### src/rtl/norm_shift_arbiter.sv
// norm_shift_arbiter: round-robin sequencer for the shared 25-bit normalization
// shifter. Two requesters (0 = adder path, 1 = multiplier path) hand over
// unnormalized mantissa/exponent pairs; the block counts leading zeros, drives
// the external combinational shifter for one cycle and holds the normalized
// result until the rounding stage takes it.
//
// Build option: define NORM_SHIFT_DENORM_EN to produce denormals on exponent
// underflow; leave it undefined to flush underflowing results to zero.
module norm_shift_arbiter #(
  parameter int EXP_W = 8
) (
  input  logic             clk,
  input  logic             rst,
  input  logic             req0_valid,
  output logic             req0_ready,
  input  logic [24:0]      req0_mant,
  input  logic [EXP_W-1:0] req0_exp,
  input  logic             req1_valid,
  output logic             req1_ready,
  input  logic [24:0]      req1_mant,
  input  logic [EXP_W-1:0] req1_exp,
  output logic [24:0]      sh_in,
  output logic [4:0]       sh_sel,
  input  logic [24:0]      sh_out,
  output logic             res_valid,
  input  logic             res_ready,
  output logic [24:0]      res_mant,
  output logic [EXP_W-1:0] res_exp,
  output logic             res_src,
  output logic             res_zero,
  output logic             res_uflow
);

  // Compare width wide enough for both the leading-zero count and the exponent.
  localparam int CW = (EXP_W > 5) ? EXP_W : 5;

  typedef enum logic [1:0] {
    IDLE  = 2'd0,
    SHIFT = 2'd1,
    HOLD  = 2'd2
  } state_t;

  state_t state_reg, state_next;

  // Priority pointer: 0 means requester 0 wins a tie, 1 means requester 1 wins.
  logic ptr_reg;

  // Operand captured on accept.
  logic [24:0]      mant_reg;
  logic [EXP_W-1:0] exp_reg;
  logic             src_reg;

  // Result registers, loaded at the end of SHIFT.
  logic             res_valid_reg;
  logic [24:0]      res_mant_reg;
  logic [EXP_W-1:0] res_exp_reg;
  logic             res_src_reg;
  logic             res_zero_reg;
  logic             res_uflow_reg;

  logic             gnt0, gnt1;
  logic [24:0]      lead_oh;
  logic [4:0]       lzc;
  logic             mant_zero;
  logic [CW-1:0]    lzc_ext, exp_ext;
  logic             uflow_calc;
  logic [4:0]       sel_calc;
  logic [24:0]      res_mant_next;
  logic [EXP_W-1:0] res_exp_next;

  // Round-robin arbitration between the two valid inputs.
  always_comb begin
    gnt0 = 1'b0;
    gnt1 = 1'b0;
    if (req0_valid && (!req1_valid || !ptr_reg)) begin
      gnt0 = 1'b1;
    end else if (req1_valid) begin
      gnt1 = 1'b1;
    end
  end

  // One-hot marker of the leading one: a bit is the leader if nothing above it is set.
  genvar gi;
  generate
    for (gi = 0; gi < 25; gi++) begin : g_lead
      if (gi == 24) begin : g_top
        assign lead_oh[gi] = mant_reg[24];
      end else begin : g_low
        assign lead_oh[gi] = mant_reg[gi] & ~|mant_reg[24:gi+1];
      end
    end
  endgenerate

  assign mant_zero = ~|mant_reg;

  // Encode the leading-one position into a leading-zero count (25 = all zero).
  always_comb begin
    lzc = 5'd25;
    for (int i = 0; i < 25; i++) begin
      if (lead_oh[i]) begin
        lzc = 5'(24 - i);
      end
    end
  end

  assign lzc_ext    = CW'(lzc);
  assign exp_ext    = CW'(exp_reg);
  assign uflow_calc = !mant_zero && (lzc_ext >= exp_ext);

  // Shift amount and result values for the three cases: zero, normal, underflow.
  // res_mant_next picks up sh_out, which only reflects sel_calc during SHIFT.
  always_comb begin
    sel_calc      = 5'd0;
    res_mant_next = '0;
    res_exp_next  = '0;
    if (mant_zero) begin
      sel_calc = 5'd0;
    end else if (!uflow_calc) begin
      sel_calc      = lzc;
      res_mant_next = sh_out;
      res_exp_next  = exp_reg - lzc_ext[EXP_W-1:0];
    end else begin
`ifdef NORM_SHIFT_DENORM_EN
      // Underflow guarantees exp <= 24, so the low five bits are the full value.
      sel_calc      = exp_ext[4:0];
      res_mant_next = sh_out;
`else
      sel_calc      = 5'd0;
      res_mant_next = '0;
`endif
    end
  end

  // State register.
  always_ff @(posedge clk) begin
    if (rst) begin
      state_reg <= IDLE;
    end else begin
      state_reg <= state_next;
    end
  end

  // Next-state logic plus the handshake and shifter-select outputs.
  always_comb begin
    state_next = state_reg;
    req0_ready = 1'b0;
    req1_ready = 1'b0;
    sh_sel     = 5'd0;
    case (state_reg)
      IDLE: begin
        req0_ready = gnt0;
        req1_ready = gnt1;
        if (gnt0 || gnt1) begin
          state_next = SHIFT;
        end
      end
      SHIFT: begin
        sh_sel     = sel_calc;
        state_next = HOLD;
      end
      HOLD: begin
        if (res_valid_reg && res_ready) begin
          state_next = IDLE;
        end
      end
      default: begin
        state_next = IDLE;
      end
    endcase
  end

  // Operand capture, pointer update and result registers.
  always_ff @(posedge clk) begin
    if (rst) begin
      ptr_reg       <= 1'b0;
      mant_reg      <= '0;
      exp_reg       <= '0;
      src_reg       <= 1'b0;
      res_valid_reg <= 1'b0;
      res_mant_reg  <= '0;
      res_exp_reg   <= '0;
      res_src_reg   <= 1'b0;
      res_zero_reg  <= 1'b0;
      res_uflow_reg <= 1'b0;
    end else begin
      if (req0_ready || req1_ready) begin
        mant_reg <= req1_ready ? req1_mant : req0_mant;
        exp_reg  <= req1_ready ? req1_exp : req0_exp;
        src_reg  <= req1_ready;
        ptr_reg  <= req0_ready;
      end
      if (state_reg == SHIFT) begin
        res_valid_reg <= 1'b1;
        res_mant_reg  <= res_mant_next;
        res_exp_reg   <= res_exp_next;
        res_src_reg   <= src_reg;
        res_zero_reg  <= mant_zero;
        res_uflow_reg <= uflow_calc;
      end
      if ((state_reg == HOLD) && res_ready) begin
        res_valid_reg <= 1'b0;
      end
    end
  end

  assign sh_in     = mant_reg;
  assign res_valid = res_valid_reg;
  assign res_mant  = res_mant_reg;
  assign res_exp   = res_exp_reg;
  assign res_src   = res_src_reg;
  assign res_zero  = res_zero_reg;
  assign res_uflow = res_uflow_reg;

endmodule

### config.mk
export PLATFORM = sky130hd
export DESIGN_NAME = norm_shift_arbiter
export DESIGN_NICKNAME = d
export VERILOG_FILES = /design/src/rtl/norm_shift_arbiter.sv
export SDC_FILE = /design/constraint.sdc
export NUM_CORES = 1
export LEC_CHECK = 0
export CAP_MARGIN = 20
export CORE_ASPECT_RATIO = 0.5
export CORE_MARGIN = 3
export CORE_UTILIZATION = 45
export DETAILED_ROUTE_END_ITERATION = 8
export HOLD_SLACK_MARGIN = 0.05
export PLACE_DENSITY = 0.87
export RECOVER_POWER = 25
export SLEW_MARGIN = 30
export SYNTH_ARGS = -nofsm -noshare
export SYNTH_HDL_FRONTEND = slang
export SYNTH_SLANG_ARGS = --single-unit
### constraint.sdc
create_clock -name clk -period 5.95 [get_ports clk]
set_clock_uncertainty 0.2 [all_clocks]
set_input_delay 1.19 -clock clk [delete_from_list [all_inputs] [get_ports clk]]
set_output_delay 1.19 -clock clk [all_outputs]
set_load 0.01 [all_outputs]
==> out/results.tsv <==
stage	metric	value	unit
pwr	p_int	1.114	mW
synth	syn-num-nets	484	
pwr	p_sw_share	32.49	%
finish	antenna_cells	0	
sta	finalHoldViolCount	0	
detailed_routing	vias	3561	
synth	ys_types	56	
pwr	combPwrFrac	33.6	%
sta	hold-worst-slack	0.2584	ns
floorplanning	initial_core_util	47.29	%
floorplanning	core	7487	sq um
sta	slew_headroom	-36.66	%
grt	grt_first_pass_wirelength	16.68	mm
detailed_routing	wl_per_cell	16.64	um
sta	fmax	185.3	MHz
pwr	pwr-share-seq	36.6	%
finish	final-seq-area	1481	sq um
pwr	p_switching	0.5363	mW
setup_path	cp-end-kind	output pin	
synth	ys_seq_area_share	41.84	%
floorplanning	num_rows	22	
placement	hpwl	7.995	mm
placement	dp.cells	631	
setup_path	startpoint_type	flop	
sta	min_period	5.397	ns
detailed_routing	antenna_left	0	
run_status	violations	max-capacitance violations, max-slew violations	
setup_path	critical_path.max_fanout	6	
floorplanning	die_w	131.5	um
finish	final_nets	636	
run_status	status	complete, but fails checks	
clocking	tritoncts_num_sinks	74	
finish	fill_cells	575	
synth	synth_area_leaders	dfxtp_1, a22o_1, o221ai_1	
clocking	cts_max_level	3	
clocking	cts_resized	0	
pwr	vdd_ir_drop_max	169.1	uV
floorplanning	die_h	68.73	um
clocking	cts_root_buffer	clkbuf_16	
grt	antenna_found_initial	0	
finish	fin_cells	647	
setup_path	critPathRequiredTime	4.56	ns
detailed_routing	route.detailed.drc	0	
pwr	p_per_area	302.6	nW/um^2
finish	drive_gt1_share	6.308	%
sta	rsz0062_at_grt	no	
synth	ys.flop_type	dfxtp_1	
sta	min_period_over_period	90.70	%
synth	yosys.area.top_type	dfxtp_1	
finish	multi_input_area	1859	sq um
pwr	p_leak	2.049	nW
synth	synth.avg_cell_area	9.269	sq um
clocking	cts_tree	built	
synth	syn_area	3541	sq um
finish	area_delta_synth_final	54.03	%
detailed_routing	firstDrtPassIters	5	
floorplanning	pin_count	165	
clocking	cts_setup_buffers	0	
synth	synth_async_sr_flop_share	0	%
clocking	hold_buffers	0	
placement	io_buffers	164	
placement	routabilityCongestion	0.8621	
detailed_routing	drt_iter0_markers	210	
clocking	clkTransAtPathRegs	0.06	ns
sta	finalMaxSlewViolations	46	
setup_path	worstSetupPathType	reg -> out	
sta	fin_setup_tns	0	ns
clocking	cts_buffers	9	
job	maxCapViolCount	1	
detailed_routing	routed_wl	10.77	mm
floorplanning	dieArea	9034	sq um
setup_path	crit_arrival	4.01	ns
grt	grt_max_degree	46	
grt	grt-ovfl-total	0	
synth	synth_edf_count	0	
min_path	hold_class	reg -> reg	
grt	grt_usage	23.25	%
synth	synth_top_area_share	41.84	%
pwr	p_clk_share	29.8	%
synth	ys_warn_count	0	
synth	ys_seq_elements	74	
synth	postSynthCellCount	382	
sta	setup_viol	0	
grt	grt_pass1_vias	3198	
clocking	ctsLongestPathBuffers	2	
detailed_routing	vias_per_cell	5.504	
sta	worst_pin_slew	2.050	ns
clocking	clock_latency	0.33	ns
==> metal layers <==
metal / up-vias / share of wire [%] / track usage, %
met5: - / 0 / 0
li1: 1753 / - / -
met2: 138 / 45 / 37.44
met4: 0 / 1.0 / 5.628
met3: 11 / 6.5 / 7.174
met1: 1659 / 47 / 31.09
==> metrics by stage <==
stage / util, % / cell area [sq um] / power [mW] / setup slack (ns)
2_1_floorplan: - / 3541 / 0.9353 / 1.649
3_3_place_gp: 69.23 / 5184 / 1.161 / 1.012
3_5_place_dp: 69.23 / 5184 / 1.171 / 0.9304
4_1_cts: 72.86 / 5455 / 1.665 / 0.5630
5_1_grt: 72.84 / 5454 / 1.730 / 0.1708
6_report: 72.84 / 5454 / 1.651 / 0.5531
==> cells in the final DEF (no fill, tap or decap), types with 4 or more instances in the layout <==
| master | count |
|---|---|
| a21oi_1 | 35 |
| o21ai_0 | 6 |
| nand3_1 | 7 |
| ha_1 | 5 |
| a22o_1 | 30 |
| nor2b_1 | 5 |
| a211oi_1 | 16 |
| clkdlybuf4s50_1 | 135 |
| buf_4 | 5 |
| o221ai_1 | 21 |
| dlygate4sd3_1 | 28 |
| nor3_1 | 7 |
| dfxtp_1 | 74 |
| nor2_1 | 30 |
| clkbuf_16 | 9 |
| mux2i_1 | 13 |
| nand2_1 | 39 |
| inv_1 | 9 |
| nor4_1 | 4 |
==> critical path, cell delays in order (launching register included) <==
cell and delay (ns):
dfxtp_1 0.35, nor2b_1 0.14, o21ai_0 0.23, a2111oi_0 0.14
or4_1 0.45, a21oi_1 0.18, ha_1 0.18, inv_1 0.06
fa_1 0.44, a211oi_1 0.29, nor2_2 0.10, o32ai_4 0.21
nand2b_1 0.31, nor2_1 0.07, clkdlybuf4s50_1 0.52
==> cell usage after synthesis (4+ instances only) <==
master    count
nor2_1       31
o221ai_1     21
nor3_1        7
buf_2         7
a22o_1       30
nand2_1      39
nor4_1        4
clkbuf_1     14
nand3_1       7
ha_1          5
a211oi_1     16
nor2b_1       5
inv_1         9
a21oi_1      35
o21ai_0       7
dfxtp_1      74
buf_6         4
mux2i_1      13
==> cell families (layout without fill, tap and decap cells) <==
logic type / count (synthesis) / in the layout / share of synthesized area, %
DFF: 74 / 74 / 41.84
adders and majority gates: 6 / 6 / 2.332
and+or+nand+nor: 116 / 116 / 17.42
AOI/OAI and AO/OA: 133 / 133 / 28.27
xor gates and xnor gates: 3 / 3 / 0.7422
muxes: 13 / 13 / 3.675
buffers and inverters: 37 / 194 / 5.724
==> power groups by stage <==
stage                     Sequential [mW]  Combinational [mW]  Clock (mW)
after detailed placement            0.616               0.556           0
after CTS                           0.605               0.560       0.500
after global routing                0.614               0.597       0.518
after global placement              0.612               0.549           0
final                               0.605               0.554       0.492
after floorplan                     0.627               0.308           0
==> cell type report <==
type                    instances  area share [%]
clock buffers                  10           4.198
clock inverters                 6          0.7800
inverters                       9          0.6194
multi-input cells             271           34.09
flip-flops and latches         74           27.16
well taps                     108           2.478
repair buffers                169           30.67
==> path summary, 6_finish.rpt <==
kind | start | to | slack, ns | cells past startpoint
worst max register to register | sh_in[4] | res_mant[17] | 2.27 | 9
worst min-delay path | src_reg | res_src | 0.26 | 2
worst min register to register | src_reg | res_src | 0.26 | 2
worst max-delay path | sh_in[14] | sh_sel[1] | 0.55 | 14
(Power assumes the default switching activity.)
